--- config.mk ---
export PLATFORM = sky130hd
export DESIGN_NAME = write_back_unit
export DESIGN_NICKNAME = d
export VERILOG_FILES = /design/src/rtl/wb_pkg.sv /design/src/rtl/load_formatter.sv /design/src/rtl/write_back_unit.sv
export SDC_FILE = /design/constraint.sdc
export NUM_CORES = 1
export LEC_CHECK = 0
export CAP_MARGIN = 20
export CELL_PAD_IN_SITES_DETAIL_PLACEMENT = 0
export CELL_PAD_IN_SITES_GLOBAL_PLACEMENT = 2
export CORE_MARGIN = 2
export CORE_UTILIZATION = 22
export DETAILED_ROUTE_END_ITERATION = 10
export MAX_ROUTING_LAYER = met4
export PLACE_DENSITY = 0.91
export SLEW_MARGIN = 25
export SYNTH_ARGS = -nofsm -noshare
export SYNTH_HDL_FRONTEND = slang
export SYNTH_SLANG_ARGS = --single-unit
--- constraint.sdc ---
create_clock -name clk -period 2.3 [get_ports clk]
set_input_delay 0.46 -clock clk [delete_from_list [all_inputs] [get_ports clk]]
set_output_delay 0.46 -clock clk [all_outputs]
set_load 0.05 [all_outputs]
--- src/rtl/wb_pkg.sv ---
// Shared encodings for the write-back stage: result-source selects and load sizes.
package wb_pkg;

  localparam logic [1:0] WB_ALU  = 2'd0;
  localparam logic [1:0] WB_MEM  = 2'd1;
  localparam logic [1:0] WB_LINK = 2'd2;
  localparam logic [1:0] WB_IMM  = 2'd3;

  localparam logic [1:0] LD_BYTE   = 2'd0;
  localparam logic [1:0] LD_HALF   = 2'd1;
  localparam logic [1:0] LD_WORD   = 2'd2;
  localparam logic [1:0] LD_DOUBLE = 2'd3;

endpackage

--- src/rtl/load_formatter.sv ---
// Combinational load aligner: picks the addressed little-endian field of the
// memory word, sign/zero-extends it and flags misaligned accesses.
module load_formatter
  import wb_pkg::*;
#(
  parameter  int DATA_W = 32,
  localparam int OFF_W  = $clog2(DATA_W/8)
) (
  input  logic [DATA_W-1:0] dm_data_out,
  input  logic [1:0]        ld_size,
  input  logic              ld_unsigned,
  input  logic [OFF_W-1:0]  ld_off,
  output logic [DATA_W-1:0] load_data,
  output logic              misaligned
);

  localparam int NUM_BYTES = DATA_W / 8;
  localparam int NUM_HALFS = DATA_W / 16;
  localparam int NUM_WORDS = DATA_W / 32;

  logic [7:0]  byte_lane [NUM_BYTES];
  logic [15:0] half_lane [NUM_HALFS];
  logic [31:0] word_lane [NUM_WORDS];

  logic [7:0]  byte_sel;
  logic [15:0] half_sel;
  logic [31:0] word_sel;
  logic [1:0]  eff_size;
  logic        ext_bit;

  genvar gi;
  generate
    for (gi = 0; gi < NUM_BYTES; gi++) begin : g_byte
      assign byte_lane[gi] = dm_data_out[8*gi +: 8];
    end
    for (gi = 0; gi < NUM_HALFS; gi++) begin : g_half
      assign half_lane[gi] = dm_data_out[16*gi +: 16];
    end
    for (gi = 0; gi < NUM_WORDS; gi++) begin : g_word
      assign word_lane[gi] = dm_data_out[32*gi +: 32];
    end
    // A 32-bit datapath has a single word lane, so the offset does not steer it.
    if (NUM_WORDS == 1) begin : g_word_sel_single
      assign word_sel = word_lane[0];
    end else begin : g_word_sel_multi
      assign word_sel = word_lane[ld_off[OFF_W-1]];
    end
  endgenerate

  assign byte_sel = byte_lane[ld_off];
  assign half_sel = half_lane[ld_off[OFF_W-1:1]];

  // A double on a 32-bit datapath degenerates to a word access.
  assign eff_size = (DATA_W == 32 && ld_size == LD_DOUBLE) ? LD_WORD : ld_size;

  always_comb begin
    load_data  = dm_data_out;
    misaligned = 1'b0;
    ext_bit    = 1'b0;
    case (eff_size)
      LD_BYTE: begin
        ext_bit   = !ld_unsigned && byte_sel[7];
        load_data = {{(DATA_W-8){ext_bit}}, byte_sel};
      end
      LD_HALF: begin
        ext_bit    = !ld_unsigned && half_sel[15];
        load_data  = {{(DATA_W-16){ext_bit}}, half_sel};
        misaligned = ld_off[0];
      end
      LD_WORD: begin
        if (DATA_W > 32) begin
          ext_bit   = !ld_unsigned && word_sel[31];
          load_data = {{(DATA_W-32){ext_bit}}, word_sel};
        end else begin
          load_data = DATA_W'(word_sel);
        end
        misaligned = |ld_off[1:0];
      end
      default: begin
        load_data  = dm_data_out;
        misaligned = |ld_off;
      end
    endcase
  end

endmodule

--- src/rtl/write_back_unit.sv ---
// Write-back stage: selects the result source, registers the register-file
// write port (also the WB forwarding source) and counts retired instructions.
module write_back_unit
  import wb_pkg::*;
#(
  parameter  int DATA_W     = 32,
  parameter  int REG_ADDR_W = 5,
  parameter  int CNT_W      = 32,
  localparam int OFF_W      = $clog2(DATA_W/8)
) (
  input  logic                  clk,
  input  logic                  rst_n,
  input  logic                  in_valid,
  output logic                  in_ready,
  input  logic                  hold,
  input  logic                  flush,
  input  logic [1:0]            wb_sel,
  input  logic [DATA_W-1:0]     alu_data_out,
  input  logic [DATA_W-1:0]     dm_data_out,
  input  logic [DATA_W-1:0]     link_data,
  input  logic [DATA_W-1:0]     imm_data,
  input  logic [1:0]            ld_size,
  input  logic                  ld_unsigned,
  input  logic [OFF_W-1:0]      ld_off,
  input  logic [REG_ADDR_W-1:0] rd_addr,
  input  logic                  reg_write,
  output logic                  rf_we,
  output logic [REG_ADDR_W-1:0] rf_waddr,
  output logic [DATA_W-1:0]     rf_wdata,
  output logic                  misalign_err,
  output logic [CNT_W-1:0]      retire_count
);

  logic [DATA_W-1:0]     load_data;
  logic                  load_misaligned;
  logic                  misaligned;
  logic                  capture;
  logic [DATA_W-1:0]     wb_data_next;

  logic                  rf_we_reg;
  logic [REG_ADDR_W-1:0] rf_waddr_reg;
  logic [DATA_W-1:0]     rf_wdata_reg;
  logic                  misalign_err_reg;
  logic [CNT_W-1:0]      retire_count_reg;

  load_formatter #(
    .DATA_W (DATA_W)
  ) u_load_formatter (
    .dm_data_out (dm_data_out),
    .ld_size     (ld_size),
    .ld_unsigned (ld_unsigned),
    .ld_off      (ld_off),
    .load_data   (load_data),
    .misaligned  (load_misaligned)
  );

  assign in_ready = !hold;
  // flush outranks hold; either one turns the cycle into a bubble.
  assign capture    = in_valid && !hold && !flush;
  assign misaligned = (wb_sel == WB_MEM) && load_misaligned;

  always_comb begin
    wb_data_next = alu_data_out;
    case (wb_sel)
      WB_ALU:  wb_data_next = alu_data_out;
      WB_MEM:  wb_data_next = load_data;
      WB_LINK: wb_data_next = link_data;
      WB_IMM:  wb_data_next = imm_data;
      default: wb_data_next = alu_data_out;
    endcase
  end

  // Address and data hold between writes so the forwarding path stays stable.
  always_ff @(posedge clk) begin
    if (!rst_n) begin
      rf_we_reg        <= 1'b0;
      rf_waddr_reg     <= '0;
      rf_wdata_reg     <= '0;
      misalign_err_reg <= 1'b0;
    end else if (capture) begin
      rf_we_reg        <= reg_write && (rd_addr != '0) && !misaligned;
      rf_waddr_reg     <= rd_addr;
      rf_wdata_reg     <= wb_data_next;
      misalign_err_reg <= misaligned;
    end else begin
      rf_we_reg        <= 1'b0;
      misalign_err_reg <= 1'b0;
    end
  end

  // Every accepted instruction retires unless it faulted, even without a write.
  always_ff @(posedge clk) begin
    if (!rst_n) begin
      retire_count_reg <= '0;
    end else if (capture && !misaligned) begin
      retire_count_reg <= retire_count_reg + CNT_W'(1);
    end
  end

  assign rf_we        = rf_we_reg;
  assign rf_waddr     = rf_waddr_reg;
  assign rf_wdata     = rf_wdata_reg;
  assign misalign_err = misalign_err_reg;
  assign retire_count = retire_count_reg;

endmodule

# == Word-level counts from Yosys, hierarchy flattened ==
# Cells that the tools add are included.
# word_totals
in_bits,146
output_inout_bits,72
wordCells,42
regBits,71
# classes
order_cmp,2
n_eq_ne,5
add_sub_neg,1
n_mux,10
bitwise,2
reduce_logical,17
# ops
operator,n
32-bit one-hot mux with 4 select lines,1
32-bit one-hot mux with 2 select lines,1
16-bit 2-to-1 mux,3
32-bit by 1-bit adder with 32-bit output (second input constant),1
8-bit binary-select mux with 2-bit select,1
8-bit 2-to-1 mux,2
1-bit logical AND,8
2-bit == test (second input constant),3
5-bit nonzero test,1
2-bit by 1-bit == test with 1-bit output (second input constant),2
1-bit logical NOT,4
2-bit logical NOT,2
3-bit >= comparator (second input constant),1
2-bit inverter with 3-bit output,1
2-bit >= comparator (second input constant),1
2-bit 2-to-1 mux,1
1-bit inverter with 2-bit output,1
1-bit one-hot mux with 2 select lines,1
2-bit AND reduction,1
2-bit OR reduction,1

# == Logic depth before layout (Yosys ltp) ==
# Gate-level depths: netlist of the first run.
# depth
word_depth,7
mapped_depth,7
ltp_nobuf,5

# == Modules after synthesis ==
# From an unflattened synthesis of the first run, not the netlist that was laid out.
# hier_totals
hier_cells,506
hier_area_um2,4449.3
# modules_own_cells
module,seq_area_each_um2,area_each_um2,n_inst,cells_each
write_back_unit,1421.4,3738.6,1,407
load_formatter,0.0,710.7,1,99

# == Worst setup path before layout of the first run ==
# OpenSTA, ideal clock, no wires.
# synth_path
path_kind,register to register
from,"register retire_count_reg[11], in the netlist retire_count[11]"
to,"register retire_count_reg[26], in the netlist retire_count[26]"
n_path_buf,2
required_time_ps,2165
t_arrival_ps,1842
path_stages_with_launch,7
slack_ps,323
synth_period_minus_slack_ps,1977
setup_time_ps,135
cell_sequence,dfxtp_1 and4_1 buf_2 o211ai_1 clkbuf_1 o311ai_0 o41ai_1
# synth_via
elab_chain_len,1
# synth_rtl
element,line,source
start: declaration,write_back_unit.sv:44,logic [CNT_W-1:0] retire_count_reg;
start signal: assignment,write_back_unit.sv:96,retire_count_reg <= retire_count_reg + CNT_W'(1);
32-bit by 1-bit adder with 32-bit output,write_back_unit.sv:96,
# No other way between the ends.
# A chain may end at the register's enable or synchronous reset.

# == Final worst setup path of the first run ==
# layout_path
from,input ld_size[0]
to,"register rf_wdata_reg[4], in the netlist rf_wdata[4]"
# layout_via
elab_chain_len,5
elab_cells_between_ends,6
classes_between,eq/ne: 2; mux: 3; reduce/logical: 1
# layout_rtl
element,line,source
start: declaration,write_back_unit.sv:22,"input logic [1:0] ld_size,"
2-bit == test,load_formatter.sv:54,assign eff_size = (DATA_W == 32 && ld_size == LD_DOUBLE) ? LD_WORD : ld_size;
2-bit 2-to-1 mux *,load_formatter.sv:54,
2-bit by 1-bit == test with 1-bit output or 2-bit logical NOT (tied branches),load_formatter.sv:60,case (eff_size)
32-bit one-hot mux with 2 select lines *,load_formatter.sv:60,
32-bit one-hot mux with 4 select lines *,write_back_unit.sv:64,case (wb_sel)
end signal: assignment,write_back_unit.sv:83,rf_wdata_reg <= wb_data_next;
end: declaration,write_back_unit.sv:42,logic [DATA_W-1:0] rf_wdata_reg;
# Mark *: on every way between the ends. The rest lies on a longest branch, timed or not.

==> flow_metrics.tcl, run 1 <==
set metrics [dict create \
    status "finished clean" \
    ys_warn_count 0 \
    final.setup.tns_ns 0 \
    cp_data_required_time_ns 2.56 \
    worstReg2RegEnd "retire_count[31]$_SDFFE_PN0P_" \
    wl_mm 18.8 \
    gp_congestion 0.874 \
    final_hold_viol_count 0 \
    cts_resized 0 \
    synth_common_cells "71 x dfxtp_1, 55 x o21ai_0, 52 x nand2_1" \
    maxSlewViolCount 0 \
    rsz0062_at_grt "no" \
    critPathMaxFanout 13 \
    diodes 0 \
    portBuffers 217 \
    grt_pass1_wl_mm 29.5 \
    hold_path_depth 2 \
    min_from "rf_wdata[31]$_SDFFE_PN0P_" \
    drt_iter0_drc 244 \
    syn_inst 542 \
    cts_buffers 9 \
    avgSynthCellArea_um2 8.17 \
    tritoncts "yes" \
    hp-class "reg -> reg" \
    holdPathEnd "rf_wdata[31]$_SDFFE_PN0P_" \
    final_cell_area_um2 7500 \
    detail-route-antenna-nets 0 \
    synth-main-ff-cell "dfxtp_1" \
    reg2reg_slack_ns 0.33 \
    fmax_mhz 470 \
    end_kind "flop" \
    dpl_cell_area_um2 7180 \
    die_w_um 146 \
    r2r_start "retire_count[3]$_SDFFE_PN0P_" \
    ctsHoldBuffers 0 \
    drcViolationCount 0 \
    final.fill_count 2010 \
    register_area_um2 1420 \
    synth-edff-count 0 \
    grt_pass1_vias 5160 \
    crit_arrival_ns 2.39 \
    p_per_area_nw_per_um2 489 \
    synth_cell_types 56 \
    clock-sinks 71 \
    vias 5214 \
    cts_root_buf "clkbuf_16" \
    worstSetupStartpointType "input pin" \
    via_per_inst 4.99 \
    clock_latency_ns 0.34 \
    drv_cap 0 \
    leakagePower_nw 2.60 \
    grt_max_degree 38 \
    finalNonFillerCells 1044 \
    fin_nets 921 \
    yosys.area.top_type "dfxtp_1" \
    post-place-cells 1028 \
    yosysMostFrequentCell "dfxtp_1" \
    multi_input_area_um2 2770 \
    synthTopCellsByArea "dfxtp_1 32%, o21ai_0 6.2%, mux2i_1 5.4%, nand2_1 4.4%, a221oi_1 4.4%" \
    area.growth.synth_to_final_pct 69.3 \
    die_y_um 146 \
    async_flop_share_pct 0 \
    period_needed_ns 2.13 \
    io_pins 218 \
    synth_seq_cells 71 \
    synth_seq_area_share_pct 32.1 \
    antenna_found_initial 0 \
    drive_gt1_share_pct 11.8 \
    netlist_area_um2 4430 \
    grt_usage_pct 18.1 \
    wl_per_cell_um 18.0 \
    synth.top_cell.area_share_pct 32.1 \
    num_rows 51 \
    tightest_slew_ns 0.893 \
    slew_headroom_pct 40.3 \
    post-route-period-util_pct 92.5 \
    initial_core_util_pct 22.6 \
    critPathKind "in -> reg" \
    syn-num-nets 689 \
    coreArea_um2 19600 \
    irDropWorstVdd_mv 0.308 \
    post-dp-hpwl_mm 14.7 \
    firstDrtPassIters 5 \
    cts_setup_buffers 0 \
    finalSetupViolCount 0 \
    clock_path_buffers 2 \
    clock_skew_ns 0.00711 \
    cts-htree-levels 3 \
    post-route-util_pct 38.3 \
    dieArea_um2 21300 \
    rr_worst_depth 5 \
    path_clk_slew_ns 0.06 \
    grt.overflow.total 0 \
]
## kinds of logic (layout without fill, tap and decap cells)
kind of cell / count (synthesis) / count (layout) / share of synthesized area (%)
AO/OA/AOI/OAI: 197 / 197 / 30.2
AND/OR/NAND/NOR: 178 / 178 / 22.4
flip-flops: 71 / 71 / 32.1
buffers and inverters: 54 / 291 / 5.29
multiplexers: 39 / 39 / 9.24
XOR/XNOR: 2 / 2 / 0.396
adder cells (fa/ha/maj): 1 / 1 / 0.283
## critical path, stage by stage
cell,delay [ns]
clkdlybuf4s50_1,0.48
buf_4,0.19
nor2b_1,0.09
nor3b_1,0.73
a221oi_1,0.24
o21ai_0,0.21
## stage by stage
stage / hold WS [ns] / power [W] / worst slack, ns
final: 0.450 / 0.00366 / 0.172
after CTS: 0.452 / 0.00371 / 0.155
after detailed placement: 0.443 / 0.00214 / -0.118
after global routing: 0.477 / 0.00381 / 0.0609
after floorplan: 0.606 / 0.00167 / 0.323
after global placement: 0.435 / 0.00215 / -0.165
## layout make-up
class                      instances  area share (%)
multi-input combinational        417            37.0
timing repair buffer             268            35.0
sequential                        71            19.0
tap                              265            4.42
clock buffer                       9            3.00
clock inverter                     7            1.27
inverter                           7           0.351
## cell usage in the layout, fill, tap and decap left out, types with 22 or more instances in the layout
cell / synthesis / routed
a21oi_1: 23 / 23
mux2i_1: 24 / 24
a221oi_1: 22 / 22
nand2_1: 52 / 52
o21ai_0: 55 / 55
dfxtp_1: 71 / 71
buf_4: 1 / 46
clkdlybuf4s50_1: 0 / 215
nor2_1: 27 / 26
## per-layer routing
layer / vias up / GRT usage [%] / wire length [um]
met3: 17 / 2.98 / 1040
met2: 188 / 27.5 / 8480
met1: 2444 / 24.4 / 8980
met4: 0 / 5.93 / 285
met5: - / - / 0
li1: 2565 / - / -
## how the worst max path moves through the flow
stage,startpoint,endpoint,slack [ns],cells after the start
finish,ld_size[0],rf_wdata[4]$_SDFFE_PN0P_,0.17,6
detailed placement,ld_size[0],rf_wdata[4]$_SDFFE_PN0P_,-0.12,6
global placement,ld_off[1],retire_count[31]$_SDFFE_PN0P_,-0.16,7
CTS,retire_count[3]$_SDFFE_PN0P_,retire_count[3],0.16,1
global route,ld_size[0],rf_wdata[4]$_SDFFE_PN0P_,0.06,6
floorplan,retire_count[11]$_SDFFE_PN0P_,retire_count[26]$_SDFFE_PN0P_,0.32,6
## power by group
| part | total (W) | switching [W] | internal (W) |
|---|---|---|---|
| Sequential | 0.00128 | 0.0000167 | 0.00126 |
| Clock | 0.00154 | 0.000591 | 0.000952 |
| Combinational | 0.000844 | 0.000410 | 0.000434 |
(Power assumes the default switching activity.)
==> run 2, diff against run 1 <==
- TNS_END_PERCENT: unset -> 50
==> results of run 2 <==
The final DEF is identical to that of run 1; final timing and power are the same.
==> RTL edit 1 (flow settings as in run 1) <==
`DATA_W` is set to 32 in 2 places; all go to 64.
--- a/src/rtl/load_formatter.sv
+++ b/src/rtl/load_formatter.sv
@@ -3,7 +3,7 @@
 module load_formatter
   import wb_pkg::*;
 #(
-  parameter  int DATA_W = 32,
+  parameter  int DATA_W = 64,
   localparam int OFF_W  = $clog2(DATA_W/8)
 ) (
   input  logic [DATA_W-1:0] dm_data_out,
--- a/src/rtl/write_back_unit.sv
+++ b/src/rtl/write_back_unit.sv
@@ -3,7 +3,7 @@
 module write_back_unit
   import wb_pkg::*;
 #(
-  parameter  int DATA_W     = 32,
+  parameter  int DATA_W     = 64,
   parameter  int REG_ADDR_W = 5,
   parameter  int CNT_W      = 32,
   localparam int OFF_W      = $clog2(DATA_W/8)
Ports: changed (6 resized); port bits go from 218 to 379. The function was not compared with the original's and may differ.
==> RTL edit 1 against run 1 <==
- worst setup slack worse by 0.13 ns
- routed wire length is 120% higher
- sequential share of layout area is 3.4 points lower
- sequential cell count is 32 higher
- power is 49% higher
- final area is 77% higher
- synthesized area is 82% higher
- non-clock buffer count is 214 higher
- cell count is 82% higher
- synthesized cell count is 89% higher
- critical path type unchanged
==> RTL edit 1: results (changes against run 1) <==
status - completed
Yosys cell types - 59 (+5.4%)
Post-Syn Nets - 1298 (+88%)
R2R depth - 6 (+1)
layout clock buffer count - 10 (+1)
DP Wirelength - 32700 microns (+120%)
clk tree area frac - 2.20% (-2.1 points)
hold_ws - 0.438 ns (-0.0114 ns)
Multi-Input Combinational - 811 (+94%)
CP max stage delay - 0.52 ns (-0.21 ns)
Lkg Pwr - 4.72 nW (+82%)
synth cell count leaders - 114 x o21ai_0, 112 x nand2_1, 103 x dfxtp_1, 83 x mux2i_1, 78 x nor2_1
met1 Resource Use GR - 24.5% (+0.13 points)
register area share after synthesis - 25.6% (-6.5 points)
Met1 Routed Length - 16700 microns (+86%)
non-clk buf share - 35.4% (+0.44 points)
GRT Overall Usage - 21.5% (+3.4 points)
met2 WL - 19900 microns (+130%)
post-synthesis mux area share - 16.0% (+6.8 points)
dpl ws - -0.538 ns (-0.420 ns)
met3 GRT Util - 6.99% (+4.0 points)
Nets - 1687 (+83%)
synthesized area per cell - 7.89 sq um (-3.4%)
non-clock buffer count - 482 (+80%)
maximum VDD drop - 0.330 mV (+7.1%)
Via-to-Cell Ratio - 5.12 (+2.5%)
overall power - 5.44 mW (+49%)
Sw Pwr - 1.86 mW (+83%)
DR WL/cell - 21.8 microns (+21%)
worst hold path class - input pin to register
XOR/XNOR share of the synthesized area - 1.74% (+1.3 points)
# fillers - 3741 (+86%)
Hold Crit Start - ld_size[0]
Synth area leaders - dfxtp_1 26%, mux2i_1 10%, o21ai_0 7.1%
nonclk inv count - 4 (-3)
clk_lat worst skew - 0.37 ns (+0.03 ns)
DR WL met3 - 3670 microns (+250%)
compound-cell area share of the yosys netlist - 31.7% (+1.5 points)
hold path cells - 3 (+1)
Max stage delay cell, worst path - clkdlybuf4s50_1
met2 Resource Use GR - 35.9% (+8.5 points)
crit path to - rf_wdata[32]
Least-Margin Pin Slew - 0.754 ns (-0.140 ns)
largest net degree at the start of global routing - 75 (+97%)
Worst Hold Path EP - misalign_err
Seq cells - 103 (+45%)
Clock Skew - 0.00817 ns (+0.00106 ns)
adder-cell area share of the yosys netlist - 0.155% (-0.13 points)
CP Launch Point - dm_data_out[7]
diode count - 11 (+11)
RTL edit 1: cell count changes after synthesis, sizes merged, moves of 27 or more:
cell           run 1  this run
clkbuf            28        72
a21oi             23        57
o21ai             61       114
mux2i             24        83
nand2             52       112
dfxtp             71       103
nor2              27        78
a31oi              4        51
o32ai              2        29
RTL edit 1: metrics by stage:
| stage | cell area, sq um | util (%) | TNS [ns] |
|---|---|---|---|
| final | 13300 | 36.5 | 0 |
| after floorplan | 8060 | - | 0 |
| after detailed placement | 12900 | 35.6 | -36.83 |
| after global routing | 13300 | 36.5 | 0 |
| after global placement | 12900 | 35.5 | -34.61 |
| after CTS | 13200 | 36.3 | 0 |
RTL edit 1: timing repair:
| action | CTS | global route |
|---|---|---|
| pin swaps | 0 | 2 |
| gates resized for setup | 3 | 10 |
| setup buffers | 0 | 1 |
| hold buffers | 0 | 0 |
| hold endpoints to repair | 0 | 0 |
| setup endpoints to repair | 60 | 48 |
| gates cloned | 0 | 0 |
==> RTL edit 2 (config.mk and constraints of run 1) <==
Without the edit above. Reset style: asynchronous (`rst_n`), changed in 2 clocked blocks.
--- a/src/rtl/write_back_unit.sv
+++ b/src/rtl/write_back_unit.sv
@@ -71,7 +71,7 @@
   end
 
   // Address and data hold between writes so the forwarding path stays stable.
-  always_ff @(posedge clk) begin
+  always_ff @(posedge clk or negedge rst_n) begin
     if (!rst_n) begin
       rf_we_reg        <= 1'b0;
       rf_waddr_reg     <= '0;
@@ -89,7 +89,7 @@
   end
 
   // Every accepted instruction retires unless it faulted, even without a write.
-  always_ff @(posedge clk) begin
+  always_ff @(posedge clk or negedge rst_n) begin
     if (!rst_n) begin
       retire_count_reg <= '0;
     end else if (capture && !misaligned) begin
Check against the original RTL: differs if rst_n is asserted again (counterexample within 4 cycles, from zero or initial values and one cycle with rst_n low); with rst_n held inactive, the same outputs for 10 cycles.
==> RTL edit 2 against run 1 <==
- core utilization grew 0.16 points
- synthesized area shrank 4.7%
- sequential cell count is the same
- final area shrank 3.8%
- die area shrank 4.6%
- worst setup slack lost 0.046 ns
- routed wire length shrank 8.7%
- critical path type is now register to primary output
- highest routed layer unchanged
Power is not compared: it rests on default switching activity, and its combinational part moved more than twofold at a synthesized area within 25%.
==> RTL edit 2: results (changes against run 1) <==
status - completed
met2 WL - 8040 microns (-5.1%)
met1 Resource Use GR - 22.8% (-1.6 points)
global-route wire length before repair - 26500 microns (-10%)
post-synthesis mux area share - 8.57% (-0.67 points)
compound-cell area share of the yosys netlist - 20.5% (-9.7 points)
routability cong. - 0.860 (-1.6%)
Via Count - 4437 (-15%)
Nets - 840 (-8.8%)
Crit Path Max Fanout - 8 (-5)
DP Wirelength - 13500 microns (-8.3%)
Initial DRC Count - 185 (-24%)
GRT Overall Usage - 17.6% (-0.46 points)
worst hold path class - input pin to async pin
vias in the first global route - 4576 (-11%)
synth cell count leaders - 71 x dfrtp_1, 68 x nand2_1, 45 x nor2_1, 26 x mux2i_1, 25 x xnor2_1
dpl cell area - 6890 sq um (-4.0%)
Synth area leaders - dfrtp_1 42%, mux2i_1 6.2%, nand2_1 6.0%
Post-Syn Nets - 608 (-12%)
DR WL met3 - 959 microns (-8.1%)
crit path to - retire_count[0]
DR WL/cell - 18.4 microns (+2.3%)
share of layout cells above drive strength 1 - 10.5% (-1.3 points)
hold_ws - 0.0367 ns (-0.413 ns)
Max stage delay cell, worst path - clkdlybuf4s50_1
CP Launch Point - retire_count[0]
kind of critical path - register to primary output
met3 GRT Util - 2.52% (-0.45 points)
adder-cell area share of the yosys netlist - 0.297% (+0.014 points)
ys async rst share - 100% (+100 points)
ys flop type - dfrtp_1
Critical R2R Launch - retire_count[4]
largest net degree at the start of global routing - 48 (+26%)
CP top delay family - buffers and inverters
CP max stage delay - 0.88 ns (+0.15 ns)
## RTL edit 2: power groups by stage
stage	Clock, mW	Combinational [mW]	Sequential (mW)
after floorplan	0	0.367	2.13
after detailed placement	0	1.75	1.58
final	1.53	1.73	1.55
after global routing	1.62	1.84	1.58
after global placement	0	1.73	1.58
after CTS	1.57	1.75	1.56
## RTL edit 2: layout make-up
| cell class | instances | area, sq um | area share [%] |
|---|---|---|---|
| clock buffers | 10 | 239 | 3.31 |
| clock inverters | 5 | 81.3 | 1.13 |
| inverters | 12 | 45.0 | 0.625 |
| multi-input cells | 349 | 2280 | 31.6 |
| flip-flops and latches | 71 | 1780 | 24.6 |
| well taps | 234 | 293 | 4.06 |
| repair buffers | 250 | 2490 | 34.6 |
## RTL edit 2: metrics by stage
step                      instances  setup slack [ns]  TNS, ns
after floorplan                 461             0.294        0
after global placement          916           -0.0703   -0.947
after detailed placement        916            -0.123    -1.61
after CTS                       931            0.0933        0
after global routing            931            0.0599        0
final                           931             0.126        0
